==> src/rtl/busy_latency_monitor.sv <==
// busy_latency_monitor
// Measures each busy window of level_in in clock cycles and queues the per-window
// latency into a small first-word-fall-through FIFO. Also keeps running job count,
// maximum latency and dropped-result count for host performance registers.
module busy_latency_monitor #(
    parameter int unsigned CNT_W      = 32,
    parameter int unsigned JOB_W      = 16,
    parameter int unsigned FIFO_DEPTH = 4
) (
    input  logic             clk,
    input  logic             rst,
    input  logic             level_in,
    input  logic             clear,
    output logic             lat_valid,
    input  logic             lat_ready,
    output logic [CNT_W-1:0] lat_data,
    output logic             lat_sat,
    output logic [JOB_W-1:0] job_count,
    output logic [CNT_W-1:0] max_lat,
    output logic [JOB_W-1:0] drop_count,
    output logic             active
);

    localparam int unsigned PTR_W = (FIFO_DEPTH > 1) ? $clog2(FIFO_DEPTH) : 1;
    localparam int unsigned OCC_W = PTR_W + 1;

    typedef enum logic [1:0] {
        S_WAIT_LOW = 2'd0,
        S_IDLE     = 2'd1,
        S_MEASURE  = 2'd2
    } state_t;

    state_t             r_state;
    logic [CNT_W-1:0]   r_cnt;
    logic [JOB_W-1:0]   r_job;
    logic [CNT_W-1:0]   r_max;
    logic [JOB_W-1:0]   r_drop;
    logic [CNT_W-1:0]   r_mem_data [FIFO_DEPTH];
    logic               r_mem_sat  [FIFO_DEPTH];
    logic [PTR_W-1:0]   r_wptr;
    logic [PTR_W-1:0]   r_rptr;
    logic [OCC_W-1:0]   r_occ;

    logic               w_close;
    logic               w_valid;
    logic               w_full;
    logic               w_pop;
    logic               w_push;
    logic               w_drop;
    logic               w_cnt_sat;

    // Window close, FIFO handshake and push/drop decision
    always_comb begin
        w_close   = (r_state == S_MEASURE) && !level_in;
        w_valid   = (r_occ != '0);
        w_full    = (r_occ == OCC_W'(FIFO_DEPTH));
        w_pop     = w_valid && lat_ready;
        // A full FIFO still takes the result when the head leaves in the same cycle
        w_push    = w_close && (!w_full || w_pop);
        w_drop    = w_close && !w_push;
        w_cnt_sat = (r_cnt == '1);
    end

    // Window FSM and saturating latency counter
    always_ff @(posedge clk or posedge rst) begin
        if (rst) begin
            r_state <= S_WAIT_LOW;
            r_cnt   <= '0;
        end else if (clear) begin
            r_state <= S_WAIT_LOW;
            r_cnt   <= '0;
        end else begin
            case (r_state)
                S_WAIT_LOW: begin
                    if (!level_in) r_state <= S_IDLE;
                end
                S_IDLE: begin
                    if (level_in) begin
                        r_state <= S_MEASURE;
                        r_cnt   <= CNT_W'(1);
                    end
                end
                S_MEASURE: begin
                    if (level_in) begin
                        if (!w_cnt_sat) r_cnt <= r_cnt + 1'b1;
                    end else begin
                        r_state <= S_IDLE;
                    end
                end
                default: r_state <= S_WAIT_LOW;
            endcase
        end
    end

    // Job count, maximum latency and drop count, updated on every window close
    always_ff @(posedge clk or posedge rst) begin
        if (rst) begin
            r_job  <= '0;
            r_max  <= '0;
            r_drop <= '0;
        end else if (clear) begin
            r_job  <= '0;
            r_max  <= '0;
            r_drop <= '0;
        end else begin
            if (w_close) begin
                if (r_job != '1) r_job <= r_job + 1'b1;
                if (r_cnt > r_max) r_max <= r_cnt;
            end
            if (w_drop && (r_drop != '1)) r_drop <= r_drop + 1'b1;
        end
    end

    // Result FIFO storage, pointers and occupancy
    always_ff @(posedge clk or posedge rst) begin
        if (rst) begin
            for (int unsigned i = 0; i < FIFO_DEPTH; i++) begin
                r_mem_data[i] <= '0;
                r_mem_sat[i]  <= 1'b0;
            end
            r_wptr <= '0;
            r_rptr <= '0;
            r_occ  <= '0;
        end else if (clear) begin
            r_wptr <= '0;
            r_rptr <= '0;
            r_occ  <= '0;
        end else begin
            if (w_push) begin
                r_mem_data[r_wptr] <= r_cnt;
                r_mem_sat[r_wptr]  <= w_cnt_sat;
                r_wptr             <= r_wptr + 1'b1;
            end
            if (w_pop) r_rptr <= r_rptr + 1'b1;
            case ({w_push, w_pop})
                2'b10:   r_occ <= r_occ + 1'b1;
                2'b01:   r_occ <= r_occ - 1'b1;
                default: r_occ <= r_occ;
            endcase
        end
    end

    assign lat_valid  = w_valid;
    assign lat_data   = r_mem_data[r_rptr];
    assign lat_sat    = r_mem_sat[r_rptr];
    assign job_count  = r_job;
    assign max_lat    = r_max;
    assign drop_count = r_drop;
    assign active     = (r_state == S_MEASURE);

endmodule
==> config.mk <==
export PLATFORM = sky130hd
export DESIGN_NAME = busy_latency_monitor
export DESIGN_NICKNAME = d
export VERILOG_FILES = /design/src/rtl/busy_latency_monitor.sv
export SDC_FILE = /design/constraint.sdc
export NUM_CORES = 1
export LEC_CHECK = 0
export ABC_AREA = 1
export ABC_CLOCK_PERIOD_IN_PS = 9010
export BUFFER_PORTS_ARGS = -buffer_cell sky130_fd_sc_hd__buf_4
export CAP_MARGIN = 20
export CORE_MARGIN = 1
export CORE_UTILIZATION = 50
export CTS_BUF_LIST = sky130_fd_sc_hd__clkbuf_16
export DETAILED_ROUTE_END_ITERATION = 8
export GPL_ROUTABILITY_DRIVEN = 1
export GPL_TIMING_DRIVEN = 0
export PLACE_DENSITY = 0.71
export SYNTH_ARGS = -nofsm -noshare
export SYNTH_HDL_FRONTEND = slang
export SYNTH_SLANG_ARGS = --single-unit
==> constraint.sdc <==
create_clock -name clk -period 9.01 [get_ports clk]
set_input_delay 2.2525 -clock clk [delete_from_list [all_inputs] [get_ports clk]]
set_output_delay 2.2525 -clock clk [all_outputs]
set_load 0.01 [all_outputs]
=== After elaboration in Yosys (flattened, before gate mapping) ===
Index checks and enable logic that the tools add are counted.

* Add/subtract/negate cells: 7
* $lt $le $gt $ge: 4
* Equality and inequality tests: 12
* Muxes and demuxes: 35
* Bitwise logic cells: 3
* Reductions and logical operators: 26

{| class="wikitable"
|+ Operators with widths
! cell !! number
|-
| 32-bit 2-to-1 mux || 10
|-
| 128-bit bitwise mux || 1
|-
| 16-bit 2-to-1 mux || 5
|-
| 32-bit binary-select mux with 2-bit select || 1
|-
| 32-bit demux with 2-bit select || 1
|-
| 32-bit case mux with 2 select lines || 1
|-
| 16-bit by 1-bit adder with 16-bit output (second input constant) || 2
|-
| 32-bit by 1-bit adder with 32-bit output (second input constant) || 1
|-
| 32-bit equality test (second input constant) || 1
|-
| 32-bit > comparator || 1
|-
| 16-bit != test (second input constant) || 2
|-
| 2-bit 2-to-1 mux || 7
|-
| 2-bit nonzero test || 6
|-
| 3-bit != test (second input constant) || 3
|-
| 3-bit nonzero test || 3
|-
| 2-bit AND reduction || 4
|-
| 3-bit greater-or-equal comparator (second input constant) || 2
|-
| 1-bit logical AND || 6
|-
| 2-bit inverter with 3-bit output || 2
|-
| 3-bit case mux with 2 select lines || 1
|-
| 2-bit by 1-bit adder with 2-bit output (second input constant) || 2
|-
| 4-bit bitwise mux || 1
|-
| 2-bit by 1-bit equality test with 1-bit output (second input constant) || 2
|-
| 2-bit equality test (second input constant) || 2
|-
| other kinds (16) || 20
|}

* Register bits after elaboration: 237
* Output and inout bits: 99
* Word-level logic and storage cells: 103

=== Depth between registers and ports, before layout ===
* Depth after elaboration: 9
* Depth in mapped cells: 17
* Gate-level depth less buffers: 16

=== Worst setup path before layout ===
No wires, ideal clock.

* Path kind: reg-to-output
* From: register r_rptr[0]
* To: output lat_data[10]
* Data arrival time: 1319 ps
* Data required time: 6758 ps
* Slack: 5438 ps
* Cell stages (with the launch flop): 6
* Path through: dfrtp_1 -> inv_1 -> clkbuf_1 -> clkbuf_1 -> nor2_1 -> o22ai_1

* Cells in the longest elaborated chain, start to end: 4

{| class="wikitable"
|+ RTL lines
! element !! line !! text
|-
| start: declaration || 41 || <nowiki>logic [PTR_W-1:0] r_rptr;</nowiki>
|-
| start signal: assignment || 134 || <nowiki>if (w_pop) r_rptr <= r_rptr + 1'b1;</nowiki>
|-
| 2-bit inverter with 3-bit output (not written as such) || 144 || <nowiki>assign lat_data = r_mem_data[r_rptr];</nowiki>
|-
| 32-bit binary-select mux with 2-bit select || 144 ||
|-
| 32-bit 2-to-1 mux (not written as such) (2 in a row) || 144 ||
|-
| end: declaration || 16 || <nowiki>output logic [CNT_W-1:0] lat_data,</nowiki>
|}

No other way between the ends. The select of a mux whose other input is x is not followed.

=== Worst setup path after layout ===
* From: register r_rptr[0]
* To: output lat_data[30]

The elaborated chain is that of the path after synthesis.

==> flow_summary_export.csv <==
group,metric,value,unit
outcome,outcome,"finished, final reports clean",
routing,ant_nets,0,
synthesis,ys_warn_count,0,
sta,post-route-period-util,54.1,%
global_route,grt_pass1_wl,59700,um
synthesis,synth_area,12300,sq um
finish,nFillCells,2275,
finish,diodes,0,
routing,top_layer,"met4",
clock_tree,postCtsSetupRepairBufs,0,
sta,period_minus_slack,4.87,ns
finish,area_growth,16.8,%
finish,layout_commonest_cell,"nand2_1",
floorplan,row_count,57,
finish,final_cell_mix,"nand2_1 (402), o21ai_0 (238), dfrtp_1 (237)",
clock_tree,cts_tree,"yes",
pwr,vdd_ir_drop_max,0.125,mV
routing,wl,36300,um
critical_path,critPathMostFrequentCell,"clkbuf_1",
routing,drtIter0Drc,1045,
global_route,grt-ovfl-total,0,
routing,vias_per_cell,5.70,
critical_path,critical_path.max_stage_delay,0.50,ns
global_route,antenna_found_initial,0,
finish,fin_nets,1752,
synthesis,synth_cell_types,37,
finish,register_area,5930,sq um
sta,fin_hold_ws,0.478,ns
synthesis,synth_largest_area_cell,"dfrtp_1",
routing,route.met2.wl,16900,um
sta,finClkSkew,0.0101,ns
critical_path,worst-path-max-fanout,10,
critical_path,worstPathRequired,6.76,ns
routing,wl_per_cell,17.7,um
synthesis,ys_ff_latch,237,
critical_path,worstSetupStartpointType,"flop",
sta,hold_violations,0,
clock_tree,cts_inserted_buffers,27,
routing,drtPass1Iterations,7,
synthesis,syn_inst,1574,
worst_hold_path,hold_class,"reg2reg",
clock_tree,clk_latency,0.55,ns
clock_tree,h-tree-depth,1,
critical_path,reg2reg_to,"r_cnt[4]",
routing,wl_met3,2430,um
synthesis,syn_area_per_cell,7.81,sq um
clock_tree,cts_hold_buf,0,
routing,post-route-drc-count,0,
pwr,p_per_area,178,nW/um^2
synthesis,yosysSeqAreaShare,48.2,%
sta,rsz0062_at_grt,"no",
critical_path,slowest_stage,"clkbuf_1",
placement,dp_cells,2002,
critical_path,critPathKind,"reg2out",
routing,met1Wirelength,15800,um
critical_path,cp.arrival,2.62,ns
floorplan,dieHeight,159,um
sta,setup_viol,0,
placement,port_buffers,102,
critical_path,reg2reg_from,"r_cnt[0]",
synthesis,syn-num-nets,1619,
routing,routed-via-count,11682,
clock_tree,root_buffer,"clkbuf_16",
floorplan,core,24200,sq um
sta,max_freq,0.205,GHz
synthesis,yosys.area.top_type_share,48.2,%
placement,routabilityCongestion,0.940,
global_route,grt_max_degree,90,
run,maxCapViolCount,0,
critical_path,r2r_cells,11,
sta,maxSlewHeadroom,51.3,%
critical_path,crit_chain,"inv_1 -> clkbuf_1 -> clkbuf_1 -> nor2_1 -> o22ai_1 -> buf_4",
finish,fin_cells,2050,
floorplan,die_width,159,um
global_route,grt_use_total,29.2,%
critical_path,r2r_slack,6.23,ns
global_route,grt_pass1_vias,11406,
floorplan,die_area,25200,sq um
floorplan,io_pins,104,
critical_path,startpoint,"r_rptr[0]",
clock_tree,clk_pin_slew,0.06,ns
floorplan,initial_core_util,50.7,%
clock_tree,cts_resized,0,
finish,drive_gt1_share,10.3,%
placement,dp_hpwl,25700,um
sta,slew_violations,0,
finish,multi_input_area,5520,sq um
critical_path,critPathCaptureType,"output port",
clock_tree,cts.sinks,237,
synthesis,synth_top_cells_by_area,"dfrtp_1 (48%), nand2_1 (12%), o21ai_0 (9.7%)",
pwr,leakagePower,6.56,nW
critical_path,critPathCapture,"lat_data[30]",
sta,worst_pin_slew,0.731,ns
clock_tree,clockBufferDepth,3,
[cells in the mapped netlist, drive strengths merged]
| cell | count |
|---|---|
| nand2 | 404 |
| clkbuf | 54 |
| inv | 126 |
| nand3 | 71 |
| o31ai | 4 |
| xor2 | 15 |
| buf | 29 |
| o21ai | 262 |
| and3 | 2 |
| nand3b | 2 |
| nor4 | 2 |
| o21a | 3 |
| o21bai | 1 |
| dfrtp | 237 |
| nor3 | 29 |
| a31oi | 1 |
| o22ai | 33 |
| o211ai | 1 |
| fa | 1 |
| a21oi | 25 |
| nand4 | 62 |
| nor3b | 1 |
| ha | 39 |
| xnor2 | 3 |
| a21o | 2 |
| nor4b | 1 |
| nor2 | 164 |
[sequential cells by signal (all words and copies together), names as in the netlist, 3 cells and up]
register / flops
job_count: 16
max_lat: 32
r_mem_data: 128
r_mem_sat: 4
r_occ: 3
r_cnt: 32
drop_count: 16
[metal layers]
layer	track usage, %	vias to the layer above
li1	-	5496
met1	41.3	5649
met2	47.0	445
met3	3.27	92
met4	9.27	0
met5	0	-
[power breakdown]
group          switching, mW  internal, mW  total (mW)
combinational          0.262         0.148       0.410
sequential            0.0161          1.08        1.09
clock                  0.452         0.602        1.05
[area by class of cell]
| cell class | instances | area share (%) |
|---|---|---|
| Inverter | 126 | 3.34 |
| Buffer | 83 | 2.58 |
| Tap cell | 324 | 2.82 |
| Clock inverter | 21 | 1.11 |
| Multi-Input combinational cell | 1128 | 38.4 |
| Clock buffer | 27 | 4.70 |
| Timing Repair Buffer | 104 | 5.71 |
| Sequential cell | 237 | 41.3 |
[kinds of logic after synthesis]
family	synth area share [%]
fa+ha+maj	4.13
buf+inv	6.86
simple gates	25.4
compound gates	14.1
xor+xnor	1.28
flops	48.2
[worst max-delay path, delay by kind of cell (launching register included)]
| kind | cells | cell delay [ns] |
|---|---|---|
| and+or+nand+nor | 1 | 0.09 |
| buffers and inverters | 4 | 1.22 |
| DFF | 1 | 0.46 |
| AOI/OAI and AO/OA | 1 | 0.30 |
[through the flow]
step	power, mW	setup TNS (ns)	cell area (sq um)	setup slack (ns)	utilization [%]
2_1_floorplan	1.35	0	12300	0.254	-
3_3_place_gp	1.51	-602.73	13500	-2.56	55.5
3_5_place_dp	1.52	0	13500	4.75	55.8
4_1_cts	2.57	0	14400	4.16	59.2
5_1_grt	2.65	0	14400	4.01	59.2
6_report	2.56	0	14400	4.14	59.2
[worst min-delay path by stage]
| stage | from | slack (ns) | endpoint | cells after the start |
|---|---|---|---|---|
| floorplan | r_mem_data[32] | 0.45 | r_mem_data[32] | 2 |
| global placement | r_mem_data[38] | 0.46 | r_mem_data[38] | 2 |
| detailed placement | r_mem_data[56] | 0.47 | r_mem_data[56] | 2 |
| CTS | r_mem_data[56] | 0.48 | r_mem_data[56] | 2 |
| global route | r_mem_data[80] | 0.50 | r_mem_data[80] | 2 |
| finish | r_mem_data[44] | 0.48 | r_mem_data[44] | 2 |
(Power assumes the default switching activity.)
